--- config.mk ---
export PLATFORM = sky130hd
export DESIGN_NAME = uart_tx_fifo
export DESIGN_NICKNAME = d
export VERILOG_FILES = /design/src/rtl/uart_tx_fifo_pkg.sv /design/src/rtl/uart_tx_fifo_sync_fifo.sv /design/src/rtl/uart_tx_fifo.sv
export SDC_FILE = /design/constraint.sdc
export NUM_CORES = 1
export LEC_CHECK = 0
export ABC_AREA = 1
export BUFFER_PORTS_ARGS = -buffer_cell sky130_fd_sc_hd__buf_2
export CAP_MARGIN = 30
export CORE_MARGIN = 2
export CORE_UTILIZATION = 61
export CTS_CLUSTER_SIZE = 8
export DETAILED_ROUTE_END_ITERATION = 10
export GPL_TIMING_DRIVEN = 0
export HOLD_SLACK_MARGIN = 0.05
export MAX_ROUTING_LAYER = met4
export PLACE_DENSITY = 0.85
export RECOVER_POWER = 100
export SYNTH_ARGS = -nofsm -noshare
export SYNTH_HDL_FRONTEND = slang
export SYNTH_HIERARCHICAL = 1
export SYNTH_SLANG_ARGS = --single-unit
--- constraint.sdc ---
create_clock -name aclk -period 3.3 [get_ports aclk]
set_clock_uncertainty 0.05 [all_clocks]
set_input_delay 0.165 -clock aclk [delete_from_list [all_inputs] [get_ports aclk]]
set_output_delay 0.165 -clock aclk [all_outputs]
set_load 0.02 [all_outputs]
--- src/rtl/uart_tx_fifo_pkg.sv ---
// Shared UART definitions: frame geometry, transmitter states and the baud divisor rounding rule.
package uart_tx_fifo_pkg;

    localparam int DATA_BITS    = 8;
    localparam int DEFAULT_BAUD = 115_200;

    typedef enum logic [1:0] {
        ST_IDLE,
        ST_START,
        ST_DATA,
        ST_STOP
    } tx_state_t;

    // Clocks per bit, rounded to nearest so TX and RX derive the same value.
    function automatic int baud_div(input int clk_fq, input int baud);
        return (clk_fq + baud / 2) / baud;
    endfunction

endpackage

--- src/rtl/uart_tx_fifo_sync_fifo.sv ---
// Single-clock first-word-fall-through FIFO with synchronous reset; head word is always on rd_data.
module sync_fifo #(
    parameter int WIDTH = 8,
    parameter int DEPTH = 16
) (
    input  logic                   clk,
    input  logic                   reset,
    input  logic                   wr_en,
    input  logic [WIDTH-1:0]       wr_data,
    input  logic                   rd_en,
    output logic [WIDTH-1:0]       rd_data,
    output logic                   full,
    output logic                   empty,
    output logic [$clog2(DEPTH):0] level
);

    localparam int AW = $clog2(DEPTH);
    localparam logic [AW:0] FULL_LEVEL = (AW + 1)'(DEPTH);

    if (DEPTH < 2 || (DEPTH & (DEPTH - 1)) != 0) begin : g_bad_depth
        $error("sync_fifo: DEPTH must be a power of 2 and >= 2");
    end

    logic [WIDTH-1:0] mem [DEPTH];
    logic [AW-1:0]    wr_ptr;
    logic [AW-1:0]    rd_ptr;
    logic             do_wr;
    logic             do_rd;

    assign full    = (level == FULL_LEVEL);
    assign empty   = (level == '0);
    assign do_wr   = wr_en && !full;
    assign do_rd   = rd_en && !empty;
    assign rd_data = mem[rd_ptr];

    always_ff @(posedge clk) begin
        if (do_wr && !reset) begin
            mem[wr_ptr] <= wr_data;
        end
    end

    always_ff @(posedge clk) begin
        if (reset) begin
            wr_ptr <= '0;
            rd_ptr <= '0;
            level  <= '0;
        end else begin
            if (do_wr) begin
                wr_ptr <= wr_ptr + AW'(1);
            end
            if (do_rd) begin
                rd_ptr <= rd_ptr + AW'(1);
            end
            if (do_wr && !do_rd) begin
                level <= level + (AW + 1)'(1);
            end else if (do_rd && !do_wr) begin
                level <= level - (AW + 1)'(1);
            end
        end
    end

endmodule

--- src/rtl/uart_tx_fifo.sv ---
// Buffered 8N1 UART transmitter, LSB first; frames go out back-to-back while the FIFO holds data.
module uart_tx_fifo
    import uart_tx_fifo_pkg::*;
#(
    parameter int CLK_FQ     = 128_000_000,
    parameter int BAUD       = DEFAULT_BAUD,
    parameter int FIFO_DEPTH = 16
) (
    input  logic                        aclk,
    input  logic                        reset,
    input  logic [7:0]                  s_data,
    input  logic                        s_valid,
    output logic                        s_ready,
    output logic                        tx,
    output logic                        busy,
    output logic [$clog2(FIFO_DEPTH):0] fifo_level
);

    localparam int DIV = baud_div(CLK_FQ, BAUD);
    localparam int CW  = $clog2(DIV);
    localparam int LW  = $clog2(FIFO_DEPTH) + 1;
    localparam logic [CW-1:0] BAUD_RELOAD = CW'(DIV - 1);
    localparam logic [2:0]    LAST_BIT    = 3'(DATA_BITS - 1);

    if (DIV < 2) begin : g_bad_div
        $error("uart_tx_fifo: CLK_FQ/BAUD must give at least 2 clocks per bit");
    end

    tx_state_t     state, state_nxt;
    logic [CW-1:0] baud_cnt, baud_nxt;
    logic [2:0]    bit_idx, bit_nxt;
    logic [7:0]    shift, shift_nxt;
    logic          tx_nxt;
    logic          busy_nxt;
    logic          pop;
    logic          wr;
    logic [7:0]    fifo_rd_data;
    logic          fifo_full;
    logic          fifo_empty;
    logic [LW-1:0] level_nxt;

    assign s_ready = !reset && !fifo_full;
    assign wr      = s_valid && s_ready;

    sync_fifo #(
        .WIDTH (8),
        .DEPTH (FIFO_DEPTH)
    ) u_fifo (
        .clk     (aclk),
        .reset   (reset),
        .wr_en   (wr),
        .wr_data (s_data),
        .rd_en   (pop),
        .rd_data (fifo_rd_data),
        .full    (fifo_full),
        .empty   (fifo_empty),
        .level   (fifo_level)
    );

    always_comb begin
        state_nxt = state;
        baud_nxt  = baud_cnt;
        bit_nxt   = bit_idx;
        shift_nxt = shift;
        tx_nxt    = tx;
        pop       = 1'b0;
        if (baud_cnt != '0) begin
            baud_nxt = baud_cnt - CW'(1);
        end
        case (state)
            ST_IDLE: begin
                tx_nxt = 1'b1;
                if (!fifo_empty) begin
                    pop       = 1'b1;
                    shift_nxt = fifo_rd_data;
                    tx_nxt    = 1'b0;
                    baud_nxt  = BAUD_RELOAD;
                    state_nxt = ST_START;
                end
            end
            ST_START: begin
                if (baud_cnt == '0) begin
                    tx_nxt    = shift[0];
                    bit_nxt   = '0;
                    baud_nxt  = BAUD_RELOAD;
                    state_nxt = ST_DATA;
                end
            end
            ST_DATA: begin
                if (baud_cnt == '0) begin
                    baud_nxt = BAUD_RELOAD;
                    if (bit_idx == LAST_BIT) begin
                        tx_nxt    = 1'b1;
                        state_nxt = ST_STOP;
                    end else begin
                        shift_nxt = {1'b0, shift[7:1]};
                        tx_nxt    = shift[1];
                        bit_nxt   = bit_idx + 3'(1);
                    end
                end
            end
            ST_STOP: begin
                if (baud_cnt == '0) begin
                    // Chaining straight into the next start bit keeps frames gap-free.
                    if (!fifo_empty) begin
                        pop       = 1'b1;
                        shift_nxt = fifo_rd_data;
                        tx_nxt    = 1'b0;
                        baud_nxt  = BAUD_RELOAD;
                        state_nxt = ST_START;
                    end else begin
                        state_nxt = ST_IDLE;
                    end
                end
            end
            default: state_nxt = ST_IDLE;
        endcase
        level_nxt = fifo_level + LW'(wr) - LW'(pop);
        busy_nxt  = (state_nxt != ST_IDLE) || (level_nxt != '0);
    end

    always_ff @(posedge aclk) begin
        if (reset) begin
            state    <= ST_IDLE;
            baud_cnt <= '0;
            bit_idx  <= '0;
            shift    <= '0;
            tx       <= 1'b1;
            busy     <= 1'b0;
        end else begin
            state    <= state_nxt;
            baud_cnt <= baud_nxt;
            bit_idx  <= bit_nxt;
            shift    <= shift_nxt;
            tx       <= tx_nxt;
            busy     <= busy_nxt;
        end
    end

endmodule
# Yosys cells after proc, flatten, opt, wreduce, memory -nomap -nowiden
# Memory sizes are Yosys's and may differ from the RTL's. A register that Yosys moved wholly into a read port is not among the register bits.
# Index checks and enable logic that the tools add are counted.
[word_totals]
mem_bits_rw = 128
n_memories = 1
latch_bits = 0
input_bits = 11
out_inout_bits = 8
wordCells = 91
register_bits = 39
romBits = 0
[mem_list]
columns = ["name", "words", "width", "read_ports", "rd_ports_with_merged_regs", "wr", "line", "source"]
rows = [
  ["u_fifo.mem", 16, 8, 1, 1, 1, "uart_tx_fifo_sync_fifo.sv:24", "logic [WIDTH-1:0] mem [DEPTH];"],
]
[classes]
n_mux = 37
eq_ne = 10
addsub = 8
n_shift = 0
magnitude_cmp = 0
multipliers = 0
reduce_logical = 26
n_div = 0
bitwise = 0
[op_table]
columns = ["operator", "count"]
rows = [
  ["two-way mux 11 bit", 4],
  ["one-hot mux 11 bit (3 select lines)", 1],
  ["two-way mux 8 bit", 4],
  ["one-hot mux 8 bit (3 select lines)", 1],
  ["AND reduction 4 bit", 3],
  ["zero test 11 bit", 1],
  ["two-way mux 1 bit", 11],
  ["nonzero test 11 bit", 1],
  ["subtractor 11 x 1 -> 11 bit (second input constant)", 1],
  ["two-way mux 2 bit", 5],
  ["two-way mux 5 bit", 2],
  ["!= test 2 bit (second input constant)", 5],
  ["two-way mux 3 bit", 3],
  ["adder 4 x 1 -> 4 bit (second input constant)", 2],
  ["two-way mux 4 bit", 2],
  ["one-hot mux 2 bit (4 select lines)", 1],
  ["logical AND 1 bit", 7],
  ["one-hot mux 3 bit (2 select lines)", 1],
  ["nonzero test 2 bit", 3],
  ["adder 5 x 1 -> 5 bit", 1],
  ["adder 5 x 1 -> 5 bit (second input constant)", 1],
  ["equality test 5 bit (second input constant)", 1],
  ["zero test 1 bit", 5],
  ["zero test 5 bit", 1],
  ["13 further kinds", 14],
]

# Logic depth before layout (Yosys ltp)
[logic_depth]
ltp_word = 9
depth_mapped = 19
mapped_depth_nobuf = 19

# Modules after synthesis
# The synthesis kept the hierarchy.
[by_module_without_submodules]
columns = ["module", "seq_area_each_um2", "area_each_um2", "instances", "cells_per_inst"]
rows = [
  ["sync_fifo", 4184.0, 6495.0, 1, 661],
  ["uart_tx_fifo", 520.5, 1889.3, 1, 275],
]

# Worst setup path before layout
# OpenSTA, ideal clock, no wires.
[synth_path]
path_kind = "register -> register"
start = "register u_fifo.level[0]"
end = "register busy"
t_required_ps = 3121
path_stages_with_launch = 17
path_slack_ps = 366
arrival_time_ps = 2755
setup_ps = 129
synth_period_minus_slack_ps = 2934
n_path_buf = 0
cell_sequence = "dfxtp_1 nor2_2 nand3_2 inv_1 nor2_1 nand2_1 ha_1 inv_1 ha_1 fa_1 xnor2_1 nand2_1 o21bai_1 nor2_1 nand3_1 nor2_1 nor2_1"
[synth_between]
elab_chain_cells = 8
elab_cells_between_ends = 17
classes_between = "add/sub (2); eq/ne (1); mux (7); reduce/logical (7)"
[synth_rtl]
columns = ["element", "line", "source"]
rows = [
  ["start: declaration", "uart_tx_fifo_sync_fifo.sv:14", "output logic [$clog2(DEPTH):0] level"],
  ["start signal: assignment", "uart_tx_fifo_sync_fifo.sv:55", "level <= level + (AW + 1)'(1);"],
  ["start signal: assignment", "uart_tx_fifo_sync_fifo.sv:57", "level <= level - (AW + 1)'(1);"],
  ["equality test 5 bit", "uart_tx_fifo_sync_fifo.sv:30", "assign full = (level == FULL_LEVEL);"],
  ["named net fifo_full", "uart_tx_fifo.sv:38", "logic fifo_full;"],
  ["zero test 1 bit", "uart_tx_fifo.sv:42", "assign s_ready = !reset && !fifo_full;"],
  ["logical AND 1 bit", "uart_tx_fifo.sv:42", ""],
  ["named net s_ready", "uart_tx_fifo.sv:13", "output logic s_ready,"],
  ["logical AND 1 bit", "uart_tx_fifo.sv:43", "assign wr = s_valid && s_ready;"],
  ["adder 5 x 1 -> 5 bit", "uart_tx_fifo.sv:118", "level_nxt = fifo_level + LW'(wr) - LW'(pop);"],
  ["subtractor 5 x 1 -> 5 bit", "uart_tx_fifo.sv:118", ""],
  ["nonzero test 5 bit", "uart_tx_fifo.sv:119", "busy_nxt = (state_nxt != ST_IDLE) || (level_nxt != '0);"],
  ["logical OR 1 bit", "uart_tx_fifo.sv:119", ""],
  ["end signal: assignment", "uart_tx_fifo.sv:136", "busy <= busy_nxt;"],
  ["end: declaration", "uart_tx_fifo.sv:15", "output logic busy,"],
]
# The timed path passes the listed nets, and every way through them passes these cells.
# A chain may end at the register's enable or synchronous reset.

# Final worst setup path
[layout_path]
start = "register baud_cnt[0]"
end = "register busy"
[layout_between]
elab_chain_cells = 6
elab_cells_between_ends = 11
classes_between = "add/sub (1); mux (6); reduce/logical (4)"
[layout_rtl]
columns = ["element", "line", "source"]
rows = [
  ["start: declaration", "uart_tx_fifo.sv:30", "logic [CW-1:0] baud_cnt, baud_nxt;"],
  ["start signal: assignment", "uart_tx_fifo.sv:132", "baud_cnt <= baud_nxt;"],
  ["zero test 11 bit", "uart_tx_fifo.sv:103", "if (baud_cnt == '0) begin"],
  ["two-way mux 1 bit", "uart_tx_fifo.sv:103", ""],
  ["one-hot mux 1 bit (2 select lines)", "uart_tx_fifo.sv:70", "case (state)"],
  ["named net pop", "uart_tx_fifo.sv:35", "logic pop;"],
  ["subtractor 5 x 1 -> 5 bit", "uart_tx_fifo.sv:118", ""],
  ["nonzero test 5 bit", "uart_tx_fifo.sv:119", ""],
  ["logical OR 1 bit", "uart_tx_fifo.sv:119", ""],
]
# The timed path passes the listed nets, and every way through them passes these cells.

==> reports/summary.md <==
Among all flip-flop cells after synthesis, the most frequent one is edfxtp_1. The run finished with clean final reports. Once detailed placement completed, the half-perimeter wirelength came to 12540 um. The number of remaining DRC errors is 0.

The root buffer cell chosen for the clock tree is clkbuf_16. The global-route total usage across every layer came out at 0.2747. The final clock period utilization by the worst path came out at 0.9188.

In this run the critical register-to-register path is launched from baud_cnt[0]. The average detailed-routed wire length per instance works out to 16.21 um. After the first detailed-routing iteration, the DRC count stood at 756.

The type of the most critical hold path is input port to flip-flop. First element of the critical path: baud_cnt[0]. In this run the worst path has a maximum fanout of 4. The async set-or-reset flop fraction in the synthesized netlist is 0, and the required time at the worst-slack endpoint is 3550 ps. Measured along the y axis, the die boundary spans 121.2 um.

The count of flip-flops with a built-in enable after synthesis works out to 128. The maximum single-stage delay on the critical path is 410 ps, and the number of synthesis warnings is 6. The multi-input combinational cell area came out at 2800 um^2. The type of element capturing the critical path was a flip-flop. Setup violations remaining at the end of the flow were counted as 0. The ratio of cells with drive above 1 in the final layout came out at 0.08476. For this design the ratio of total power to cell area is 803.6 nW/um^2. Setup repair after global routing left no endpoint under its margin. The H-tree was split into 4 levels. The count of standard-cell rows came out at 42. The number of global-route vias before repair came out at 5946.

The minimum period implied by the final worst setup slack came out at 3032 ps. The standby leakage power is 4.038 nW, and the number of nets in the finished design is 1015. The region available for standard cell placement spans 13350 um^2. For the pin with the worst max-slew slack, the measured transition is 908.9 ps. Synthesis produced a netlist whose cell count is 936. In this run the cell area measured after placement is 8717 um^2. The number of nets in the synthesized netlist is 973.

The final weighted congestion in routability-driven placement came out at 0.9511. Most common cell type on the critical path: nor2_1. Number of clock sinks seen by CTS: 171. After detailed routing, the number of vias per cell comes to 5.566. The run gives 19 as the number of top-level pins. The worst endpoint data arrival time is 3280 ps. Synthesis inferred 171 register bits. The worst register-to-register path has a setup slack of 270 ps. Total clock buffers created by CTS: 17. The logs give 0.5611 for the sequential fraction of the synthesis area and 7.383 mW for the sum of internal, switching and leakage power. The layout filler cell count came out at 1004. The tools report the maximum number of buffers from clock root to sink as 2. The worst setup path is of the flip-flop to flip-flop kind. Hold repair after CTS inserted 0 buffers.

The die covers 14700 um^2. The total overflow left after global routing is 0. The logs give 4705 um^2 for the sequential cell area in the final layout and 0 for the count of final max-slew check failures.

For the area of the mapped netlist, the log shows 8384 um^2. Entering global routing, the biggest net connects 17 pins. Across the run, the number of max-cap violations was 0. After routing, the total negative slack on setup checks comes to 0 ps. After clock tree synthesis, the clock-pin slew on the worst setup and hold paths is 60 ps. The tools report the final design area excluding fillers as 9188 um^2.

The run gives 0.3298 GHz as the maximum frequency from static timing analysis. The run gives 0 as the number of diodes added for antenna fixing. The critical path goes through inv_1, ha_1, inv_1, nor2_1, nand4_1, nor2_1, o21a_2, ha_1, inv_1, ha_1, fa_1, xnor2_1, nand2_1, o21bai_1, nor2_1, nand3_1, nor2_1, nor2_1. The startpoint identified for the worst hold timing path is reset. For the worst supply voltage drop on vdd, the log shows 0.5575 mV. From synthesis to final layout, the design area changed by 9.581%.

The first global-routing pass estimated 29450 um of wire. The total iterations of the first detailed-routing run is 8, and the die outline width is 121.2 um. The hold violation count in the final report is 0. The wire length after detailed routing is 18920 um, and the initial antenna violation count is 0. The tools report the total via count after detailed routing as 6495. The logs give 0.6281 for the initial core utilization and 38 for the distinct cell type count of the synthesized netlist. The average cell area after synthesis came out at 8.958 um^2.

TritonCTS built the clock tree. On the critical path, the stage with the largest delay is an instance of fa_1. The tools report the insertion delay of the later-clocked pin in the worst-skew pair as 430 ps. STA classifies the critical path startpoint as a flip-flop. In this run the remaining antenna-violating nets after routing total 0. The tools report the relative slew slack as 0.3918. In this run the tool buffered the top-level ports with 18 buffer cells.
-- cells by family (layout without fill, tap and decap cells) --
| group | count (synthesis) | count (layout) | synth area share |
|---|---|---|---|
| AND/OR/NAND/NOR | 459 | 459 | 0.2398 |
| buffers and inverters | 193 | 248 | 0.09700 |
| flip-flops | 171 | 171 | 0.5611 |
| AO/OA/AOI/OAI | 76 | 76 | 0.04999 |
| adder cells (fa/ha/maj) | 26 | 26 | 0.04059 |
| XOR/XNOR | 11 | 11 | 0.01149 |
-- layout make-up --
class                      count  area share
inverter                     162     0.06632
multi-input combinational    572      0.3048
buffer                        31     0.02138
clock inverter                14     0.01471
sequential                   171      0.5121
timing repair buffer          23     0.01008
clock buffer                  18     0.04671
tap                          176     0.02397
-- state kept, by name, indices dropped and copies added (netlist names), named ones only --
name           cells
baud_cnt          11
bit_idx            3
busy               1
shift              8
state              2
tx                 1
u_fifo/level       5
u_fifo/mem       128
u_fifo/rd_ptr      4
u_fifo/wr_ptr      4
-- cell usage after synthesis (all sizes together) (2+ instances only) --
cell type / instances / area (um^2)
nor2: 75 / 316.5
nand4: 3 / 33.78
edfxtp: 128 / 3844
o21ai: 35 / 186.4
nor3: 7 / 40.04
xnor2: 2 / 17.52
clkbuf: 6 / 22.52
nand2: 247 / 952.2
ha: 24 / 300.3
fa: 2 / 40.04
xor2: 9 / 78.83
buf: 25 / 181.4
a21oi: 36 / 195.2
inv: 161 / 604.3
nand3: 124 / 648.1
or2: 2 / 12.51
dfxtp: 43 / 860.8
o21a: 2 / 15.01
-- power by group --
part           internal (mW)  switching (mW)
clock network           1.05           0.855
logic                  0.965            1.88
registers               2.48           0.146
-- through the flow --
step / utilization / setup slack (ps) / std cells / hold WS [ps]
6_report: 0.6883 / 268.0 / 1167 / 95.62
5_1_grt: 0.6883 / 40.08 / 1167 / 114.8
4_1_cts: 0.6954 / 149.8 / 1166 / 74.11
3_5_place_dp: 0.6531 / 166.1 / 1134 / 388.1
3_3_place_gp: 0.6514 / 267.7 / 1130 / 386.1
2_1_floorplan: - / 366.2 / 936 / 213.9
-- layout by cell type (no fill, tap or decap), types with 3 or more instances in the layout --
master,n
a21oi_1,33
clkbuf_1,28
nor2_2,6
inv_8,3
clkinvlp_4,3
buf_6,7
inv_2,6
nand2_2,4
inv_6,3
nand4_1,3
buf_2,15
o21ai_0,35
clkbuf_16,17
xor2_1,9
nor2_1,67
edfxtp_1,128
buf_4,4
nand2_1,243
nor3_1,6
a21oi_2,3
nand3_1,122
dfxtp_1,43
inv_1,155
ha_1,24
-- critical path, delay by kind of cell (launching register included) --
family	cells	cell delay, ps
AND/OR/NAND/NOR	8	650
adder cells (fa/ha/maj)	4	1090
XOR/XNOR	1	150
buffers and inverters	3	240
AO/OA/AOI/OAI	2	390
flip-flops	1	330
-- layer usage --
metal,vias to the layer above,share of wire,global-route usage
li1,3099,-,-
met1,2996,0.38,0.3457
met2,349,0.49,0.4407
met3,51,0.098,0.05827
met4,0,0.029,0.1056
met5,-,0,-
-- worst paths after layout --
check	end	depth (start not counted)
worst max-delay path	busy	18
worst min-delay path	shift[0]	4
worst max register to register	busy	18
worst min register to register	shift[4]	2
-- timing repair --
item                       in CTS  in global routing
setup endpoints to repair       0                  1
buffers inserted                0                  1
gates resized for setup         0                  1
Power figures use the tool's default switching activity.
